==> config.mk <==
export PLATFORM = sky130hd
export DESIGN_NAME = sort_collector
export DESIGN_NICKNAME = d
export VERILOG_FILES = /design/src/rtl/sort_collector_pkg.sv /design/src/rtl/sort_order_check.sv /design/src/rtl/sort_collector.sv
export SDC_FILE = /design/constraint.sdc
export NUM_CORES = 1
export LEC_CHECK = 0
export BUFFER_PORTS_ARGS = -buffer_cell sky130_fd_sc_hd__buf_2
export CAP_MARGIN = 20
export CORE_ASPECT_RATIO = 1.25
export CORE_MARGIN = 10
export CORE_UTILIZATION = 30
export DETAILED_ROUTE_END_ITERATION = 8
export PLACE_DENSITY = 0.54
export SYNTH_ARGS = -nofsm -noshare
export SYNTH_HDL_FRONTEND = slang
export SYNTH_SLANG_ARGS = --single-unit
==> constraint.sdc <==
create_clock -name clk -period 4.4 [get_ports clk]
set_input_delay 0.22 -clock clk [delete_from_list [all_inputs] [get_ports clk]]
set_output_delay 0.22 -clock clk [all_outputs]
set_load 0.01 [all_outputs]
==> src/rtl/sort_collector_pkg.sv <==
// sort_collector_pkg: shared collector state encoding and default sorter sizing
package sort_collector_pkg;
    localparam int SORT_N = 8;
    localparam int SORT_W = 8;
    typedef enum logic [1:0] {
        IDLE    = 2'b00,
        COLLECT = 2'b01,
        DONE    = 2'b11
    } coll_state_t;
endpackage

==> src/rtl/sort_order_check.sv <==
// sort_order_check: unsigned ordering comparator flagging a violation between consecutive words
module sort_order_check #(
    parameter int W = 8,
    parameter bit DESCENDING = 1'b1
) (
    input  logic [W-1:0] prev,
    input  logic [W-1:0] curr,
    output logic         violation
);
    assign violation = DESCENDING ? (curr > prev) : (curr < prev);
endmodule

==> src/rtl/sort_collector.sv <==
// sort_collector: deserialises the sorter output stream into a word bank and checks its order
module sort_collector
    import sort_collector_pkg::*;
#(
    parameter int N = SORT_N,
    parameter int W = SORT_W,
    parameter bit DESCENDING = 1'b1
) (
    input  logic                   clk,
    input  logic                   rst,
    input  logic                   start_i,
    input  logic [W-1:0]           data_i,
    input  logic                   data_valid_i,
    output logic [N*W-1:0]         words_o,
    output logic [$clog2(N+1)-1:0] count_o,
    output logic                   busy_o,
    output logic                   done_o,
    output logic                   order_err_o,
    output logic                   overflow_o
);
    localparam int CW = $clog2(N+1);
    localparam int IW = $clog2(N);
    coll_state_t state, state_n;
    logic [N-1:0][W-1:0] bank;
    logic [CW-1:0] count;
    logic [IW-1:0] idx;
    logic valid, last, violation, order_err, overflow;
    assign valid = (data_valid_i === 1'b1);
    assign idx = count[IW-1:0];
    assign last = (count == CW'(N-1));
    sort_order_check #(.W(W), .DESCENDING(DESCENDING)) u_check (
        .prev     (bank[idx - IW'(1)]),
        .curr     (data_i),
        .violation(violation)
    );
    always_comb begin
        state_n = state;
        state_n = start_i ? COLLECT : (state == COLLECT && valid && last) ? DONE : state;
    end
    always_ff @(posedge clk) begin
        if (rst) state <= IDLE;
        else     state <= state_n;
    end
    always_ff @(posedge clk) begin
        if (rst || start_i) begin
            bank      <= '0;
            count     <= '0;
            order_err <= 1'b0;
            overflow  <= 1'b0;
        end else if (state == COLLECT && valid) begin
            bank[idx] <= data_i;
            count     <= count + CW'(1);
            if (count != '0 && violation) order_err <= 1'b1;
        end else if (state == DONE && valid) begin
            overflow <= 1'b1;
        end
    end
    assign words_o     = bank;
    assign count_o     = count;
    assign busy_o      = (state == COLLECT);
    assign done_o      = (state == DONE);
    assign order_err_o = order_err;
    assign overflow_o  = overflow;
endmodule

Word level (Yosys, flattened, before mapping)

Cells that the tools add are included.

Word-level logic and storage cells: 42
Output and inout port bits: 72
Register bits after elaboration: 72
Input bits: 12

Add/subtract/negate cells: 2
Eq/ne operators: 4
Reduce and logical (&&, ||, !) cells: 11
Bitwise logic cells: 1
$lt $le $gt $ge: 4
Mux-type cells: 7

Operators by type and width:

| cell                                                               | number |
|---|---|
| bitwise mux 64 bit                                                 | 1 |
| binary-select mux 8 bit (select 3 bit)                             | 1 |
| demux 8 bit (select 3 bit)                                         | 1 |
| two-way mux 8 bit                                                  | 2 |
| greater-than comparator 8 bit                                      | 1 |
| < comparator 3 x 4 -> 1 bit (second input constant)                | 2 |
| logical AND 1 bit                                                  | 5 |
| adder 4 x 1 -> 4 bit (second input constant)                       | 1 |
| == test 4 x 3 -> 1 bit (second input constant)                     | 1 |
| AND reduction 2 bit                                                | 2 |
| nonzero test 4 bit                                                 | 1 |
| greater-or-equal comparator 3 x 1 -> 1 bit (second input constant) | 1 |
| subtractor 3 x 1 -> 3 bit (second input constant)                  | 1 |
| == test 2 x 1 -> 1 bit (second input constant)                     | 1 |
| == test 2 bit (second input constant)                              | 1 |
| two-way mux 1 bit                                                  | 2 |
| nonzero test 2 bit                                                 | 1 |
| OR reduction 2 bit                                                 | 1 |
| === test 1 bit (second input constant)                             | 1 |
| logical OR 1 bit                                                   | 1 |
| inverter 1 bit                                                     | 1 |

Logic depth before layout (Yosys ltp)

Gate-level depths: netlist (run 1).

Depth after elaboration: 6
Gate-level depth with buffers: 13
Mapped depth without buffers: 9

By module

A second synthesis (run 1) with hierarchy kept.

Cells, all modules: 404
Area total of the unflattened synthesis: 3631.0 um^2

By module, submodules not included:

| module           | cells an instance | area each (um^2) | instances | seq. area each (um^2) |
|---|---|---|---|---|
| sort_collector   | 377               | 3414.5           | 1         | 1441.4 |
| sort_order_check | 27                | 216.5            | 1         | 0.0 |

Worst setup path after synthesis (run 1)

OpenSTA, ideal clock, no wires.

Path kind: register to register
From: register count[0] (netlist: count_o[0])
To: register order_err (netlist: order_err_o)
Slack: 0.892 ns
Arrival: 3.370 ns
Stages on the path, launching flop included: 14
Period minus slack after synthesis: 3.508 ns
Library setup time: 0.139 ns
Path buffers: 4
Required time: 4.261 ns
Cells stage by stage: dfxtp_1 buf_2 buf_4 inv_1 ha_1 clkbuf_1 buf_1 mux4_2 mux2i_1 ha_1 a21oi_1 nor2_1 a2111oi_0 a221oi_1

Word-level cells in the longest chain between the ends: 6
Elaborated cells between the ends (all ways): 7
Those cells by class: 1 x add/sub; 1 x order compare; 2 x mux; 3 x reduce/logical

RTL lines:

| element                                 | line                   | source |
|---|---|---|
| from (decl)                             | sort_collector.sv:25   | `logic [CW-1:0] count;` |
| from (signal assigned)                  | sort_collector.sv:52   | `count <= count + CW'(1);` |
| subtractor 3 x 1 -> 3 bit               | sort_collector.sv:32   | `.prev (bank[idx - IW'(1)]),` |
| binary-select mux 8 bit (select 3 bit)  | sort_collector.sv:32   |  |
| two-way mux 8 bit (implied by the code) | sort_collector.sv:32   |  |
| greater-than comparator 8 bit           | sort_order_check.sv:10 | `assign violation = DESCENDING ? (curr > prev) : (curr < prev);` |
| logical AND 1 bit (*)                   | sort_collector.sv:53   | `if (count != '0 && violation) order_err <= 1'b1;` |
| AND reduction 2 bit (no line) (*)       | -                      |  |
| to (signal assigned)                    | sort_collector.sv:48   | `order_err <= 1'b0;` |
| to (signal assigned)                    | sort_collector.sv:53   |  |
| to (decl)                               | sort_collector.sv:27   | `logic valid, last, violation, order_err, overflow;` |

Every way passes the cells marked *; elsewhere a longest branch is shown, timed or not. The select of a mux whose other input is x is not followed.
A chain may end at the register's enable or synchronous reset.

Worst setup path in the final report (run 1)

From: register count[1] (netlist: count_o[1])
To: register order_err (netlist: order_err_o)

The elaborated chain is that of the path after synthesis.

==> impl_metrics.ini, run 1 <==
[status]
status = completed

[logic_synthesis]
syn_nets = 333
synth_top_family_by_area = multiplexers
synth_fa_ha_area_share_pct = 4.100
syn-cell-area_mm2 = 0.003357
synth-simple-area-share_pct = 13.72
ys_ff_latch = 72
ys_types = 34
ys_warn_count = 0
syn_avg_cell_area_um2 = 10.83
synth_edf_count = 0
synthCells = 310
synthMuxAreaShare_pct = 32.54
async_flop_share_pct = 0
synth_compound_area_share_pct = 1.714
ys_seq_area_share_pct = 42.94
synth_ff_type = dfxtp_1
yosys.area_share.xor_xnor_pct = 1.267

[drt]
viasPerCell = 4.887
drc_errors = 0
dr_total_vias = 2546
drt_wl_total_mm = 9.775
wl_per_cell_um = 18.76
dr.pass1.iters = 4
first_iter_violations = 105
antenna_left = 0

[clocking]
cts_made_buffers = 9
cts_max_path_buffers = 2
root_buffer = clkbuf_16
worst_skew_pair.late_latency_ps = 330
cts.repair.resized = 0
hold_buffers = 0
clk_pin_slew_ps = 60
numClockSinks = 72
cts_setup_buffers = 0
cts_tree = done
ctsHtreeMaxLevel = 3

[die]
die-height_um = 138.3
design.die.area_mm2 = 0.01585
core_area_mm2 = 0.01103
io_pins = 84
start_util_pct = 30.44
die_x_um = 114.6
row_count = 43

[setup_path]
crit_slowest_cell = ha_1
cp_data_required_time_ps = 4560
path_max_fanout = 17
end_kind = register
cp-start-kind = register
crit_chain = inv_1 > ha_1 > mux4_2 > mux2i_1 > ha_1 > a21oi_1 > nor2_1 > a2111oi_0 > a221oi_1
worstSetupPathType = reg -> reg
cp_common_cell = ha_1
cpPeakStageDelay_ps = 820
crit_arrival_ps = 3380

[pwr]
peakVddDrop_mv = 0.1904
static-leakage-power_uw = 0.001946
power_density_mw_per_mm2 = 384.5
power_uw = 1624

[hold_path]
hold_class = in -> reg

[sta]
worst_pin_slew_ps = 777.1
period_share_pct = 73.21
drv_slew = 0
rsz0062_at_grt = no
fin_skew_ps = 5.063
setup_violations = 0
fin_tns_setup_ps = 0
max_freq_mhz = 310.4
relSlewSlack_pct = 48.19
final_hold_viol_count = 0
period_needed_ps = 3221

[global_routing]
antenna_found_initial = 0
gr-total-overflow = 0
groute.usage.overall_pct = 12.56
grt_pass1_wl_mm = 15.48
grt_pass1_vias = 2666
grt_max_degree = 72

[layout]
synthToLayoutAreaGrowth_pct = 25.83
n_antenna_cell = 0
drive_gt1_share_pct = 32.38
nets = 404

[place]
hpwl_mm = 7.096
io_buffers = 83
gp_congestion = 0.7416

[flow_run]
cap_violations = 0
==> final cells by class <==
class | instances | area (um^2)
fillers | 1093 | 6805
multi-input cells | 208 | 1790
flip-flops and latches | 72 | 1441
repair buffers | 86 | 437.9
clock buffers | 11 | 242.7
well taps | 135 | 168.9
clock inverters | 5 | 127.6
inverters | 4 | 15.01
==> where the power goes <==
group          leakage [uW]  internal (uW)  switching (uW)
clock network      0.000176            627             273
logic               0.00119           22.6            44.2
registers          0.000580            654            2.87
total               0.00195           1300             320
==> logic make-up (layout without fill, tap and decap cells) <==
kind of cell / count (synthesis) / after routing
and+or+nand+nor: 95 / 95
muxes: 89 / 89
DFF: 72 / 72
buffers and inverters: 30 / 106
adders and majority gates: 11 / 11
AOI/OAI and AO/OA: 9 / 9
xor gates and xnor gates: 4 / 4
==> synth_stat cells (4+ instances only) <==
cell       n  area share [%]
a21oi_1    4            0.60
nor2_1    75             8.4
buf_2      7             1.0
mux4_2    16              11
ha_1      11             4.1
clkbuf_1  17             1.9
mux2i_1   72              21
dfxtp_1   72              43
inv_1      4            0.45
==> worst paths after layout <==
| kind | start | endpoint | slack, ps | cells after the start |
|---|---|---|---|---|
| worst min-delay path | rst | state[0] | 50 | 2 |
| worst max-delay path | count_o[1] | order_err_o | 1180 | 9 |
| worst max register to register | count_o[1] | order_err_o | 1180 | 9 |
| worst min register to register | overflow_o | overflow_o | 460 | 2 |
==> sequential cells by signal, summed over array words and instances, names as in the netlist <==
register     flops
words_o         64
count_o          4
state            2
order_err_o      1
overflow_o       1
==> critical path, delay by kind of cell (launching register included) <==
kind                       cells  cell delay (ps)
DFF                            1              460
buffers and inverters          1              160
AOI/OAI and AO/OA              3              740
muxes                          2              550
adders and majority gates      2             1080
and+or+nand+nor                1               60
==> through the flow <==
| stage | hold WS [ps] | setup WS [ps] | instance area, um^2 | cells | util [%] |
|---|---|---|---|---|---|
| 6_report | 54.39 | 1179 | 4224 | 521 | 38.30 |
| 5_1_grt | 53.86 | 838.4 | 4224 | 521 | 38.30 |
| 4_1_cts | 38.89 | 1152 | 4224 | 521 | 38.30 |
| 3_5_place_dp | 395.3 | 1178 | 3854 | 505 | 34.94 |
| 3_3_place_gp | 390.7 | 1308 | 3854 | 505 | 34.94 |
| 2_1_floorplan | 292.4 | 891.8 | 3357 | 310 | - |
==> layer usage <==
layer	share of wire (%)	track usage, %
met3	5.0	3.506
met2	53	21.50
met4	1.4	4.825
met1	40	14.24
met5	0	0
==> cell usage in the layout, fill, tap and decap left out, types with 2 or more instances in the layout <==
cell type / instances
bufinv_16: 4
nor2b_1: 2
nand2_1: 2
or4_1: 2
nor3_4: 2
xnor2_1: 2
mux2i_1: 72
nand4_1: 2
inv_1: 4
mux4_2: 16
clkbuf_16: 9
a21oi_1: 4
nor3b_1: 2
buf_4: 3
ha_1: 11
dfxtp_1: 72
nor2_1: 75
buf_2: 83
Note: power is estimated with default switching activity, not from simulation.
==> run 2: changes to the inputs <==
Clock period 4.4 ns to 3.2 ns, I/O delays scaled along.
==> impl_metrics.ini, run 2 (same netlist as run 1, synthesis figures left out) <==
[layout]
nets = 408
drive_gt1_share_pct = 32.82
final_common_cell = buf_2
nFillCells = 1096
final_cell_mix = buf_2 (83), nor2_1 (75), mux2i_1 (72), dfxtp_1 (72), mux4_2 (16)
synthToLayoutAreaGrowth_pct = 25.08
largest_reg_flops = 64
fin_area_mm2 = 0.004199
n_antenna_cell = 0

[global_routing]
groute.usage.overall_pct = 12.47
grt_max_degree = 47
grt_pass1_wl_mm = 15.28
gr-total-overflow = 0
grt_pass1_vias = 2577
antenna_found_initial = 0

[setup_path]
critPathTopFamily = adder cells
crit_arrival_ps = 3090
critical_path_buf_inv_count = 2
crit_chain = inv_1 > ha_1 > buf_4 > mux4_2 > mux2i_1 > ha_1 > nand2_1 > nor2_1 > a2111oi_0 > a221oi_1
cp_data_required_time_ps = 3370
cpPeakStageDelay_ps = 490
cp_common_cell = ha_1
worstSetupPathType = reg -> reg
crit_slowest_cell = ha_1
cp-start-kind = register
path_max_fanout = 9
end_kind = register

[die]
die_x_um = 114.6
design.die.area_mm2 = 0.01585
start_util_pct = 30.44
io_pins = 84
die-height_um = 138.3
core_area_mm2 = 0.01103
row_count = 43

[drt]
dr_total_vias = 2557
dr.pass1.iters = 4
drt_wl_total_mm = 9.800
viasPerCell = 4.870
antenna_left = 0
drc_errors = 0
wl_per_cell_um = 18.67
first_iter_violations = 94

[sta]
period_share_pct = 91.26
final_hold_viol_count = 0
period_needed_ps = 2920
worst_pin_slew_ps = 904.2
fin_tns_setup_ps = 0
rsz0062_at_grt = no
relSlewSlack_pct = 39.72
setup_slack_ps = 279.8
setup_violations = 0
max_freq_mhz = 342.4
fin_skew_ps = 6.366
drv_slew = 0

[hold_path]
hold_class = in -> reg

[flow_run]
cap_violations = 0

[place]
hpwl_mm = 7.363
gp_congestion = 0.7472
io_buffers = 83
pre_cts_ws_ps = 286.9
placed_area_mm2 = 0.003876

[pwr]
static-leakage-power_uw = 0.001946
peakVddDrop_mv = 0.2350
power_density_mw_per_mm2 = 489.7

[clocking]
worst_skew_pair.late_latency_ps = 340
root_buffer = clkbuf_16
cts_tree = done
cts_max_path_buffers = 2
clk_pin_slew_ps = 60
numClockSinks = 72
cts.repair.resized = 0
ctsHtreeMaxLevel = 3
cts_made_buffers = 9

[status]
status = completed
## run 2: changes by cell type in the layout (fill, tap and decap cells not counted)
cell,delta
clkinv_4,+1
clkbuf_8,-1
buf_4,+3
clkinv_2,+3
bufinv_16,-2
clkinvlp_4,-1
dlygate4sd3_1,+1
## run 2: power breakdown
| part | leakage, uW | internal [uW] | switching [uW] |
|---|---|---|---|
| Sequential | 0.000580 | 900 | 3.80 |
| Clock | 0.000156 | 679 | 379 |
| Combinational | 0.00121 | 33.4 | 61.1 |
## run 2: worst min-delay path: cells and delay by family
kind | cells | cell delay [ps]
buf+inv | 1 | 90
simple gates | 2 | 100
## run 2: repair_timing
item,4_1_cts,5_1_grt
hold buffers,1,0
setup buffers,0,0
hold endpoints to repair,1,0
## run 2: through the flow
step	utilization, %	power, uW	instances	hold slack (ps)
final	38.07	2056	525	48.01
after global routing	38.07	2135	525	76.10
after CTS	38.07	2082	525	34.59
after detailed placement	35.14	1018	508	338.7
after global placement	35.14	1017	508	330.8
after floorplan	-	987.1	310	232.4
## run 2: final timing paths
kind | from | end | slack [ps] | cells past startpoint
min reg2reg | overflow_o | overflow_o | 470 | 2
max reg2reg | count_o[1] | order_err_o | 280 | 10
min | start_i | state[0] | 50 | 3
max | count_o[1] | order_err_o | 280 | 10
## run 2: layout make-up
| type | instances | area, um^2 | share of cell area [%] |
|---|---|---|---|
| clock inverters | 6 | 83.83 | 1.996 |
| well taps | 135 | 168.9 | 4.023 |
| inverters | 4 | 15.01 | 0.3576 |
| flip-flops and latches | 72 | 1441 | 34.33 |
| multi-input cells | 208 | 1790 | 42.64 |
| repair buffers | 90 | 470.5 | 11.20 |
| clock buffers | 10 | 229.0 | 5.453 |
## run 2: routing by layer
metal / global-route usage (%) / wire length, um / part of all wire [%] / vias up
li1: - / - / - / 1237
met1: 13.63 / 3898 / 40 / 1249
met2: 21.23 / 5072 / 52 / 63
met3: 4.848 / 693 / 7.1 / 8
met4: 4.230 / 136 / 1.4 / 0
met5: 0 / 0 / 0 / -
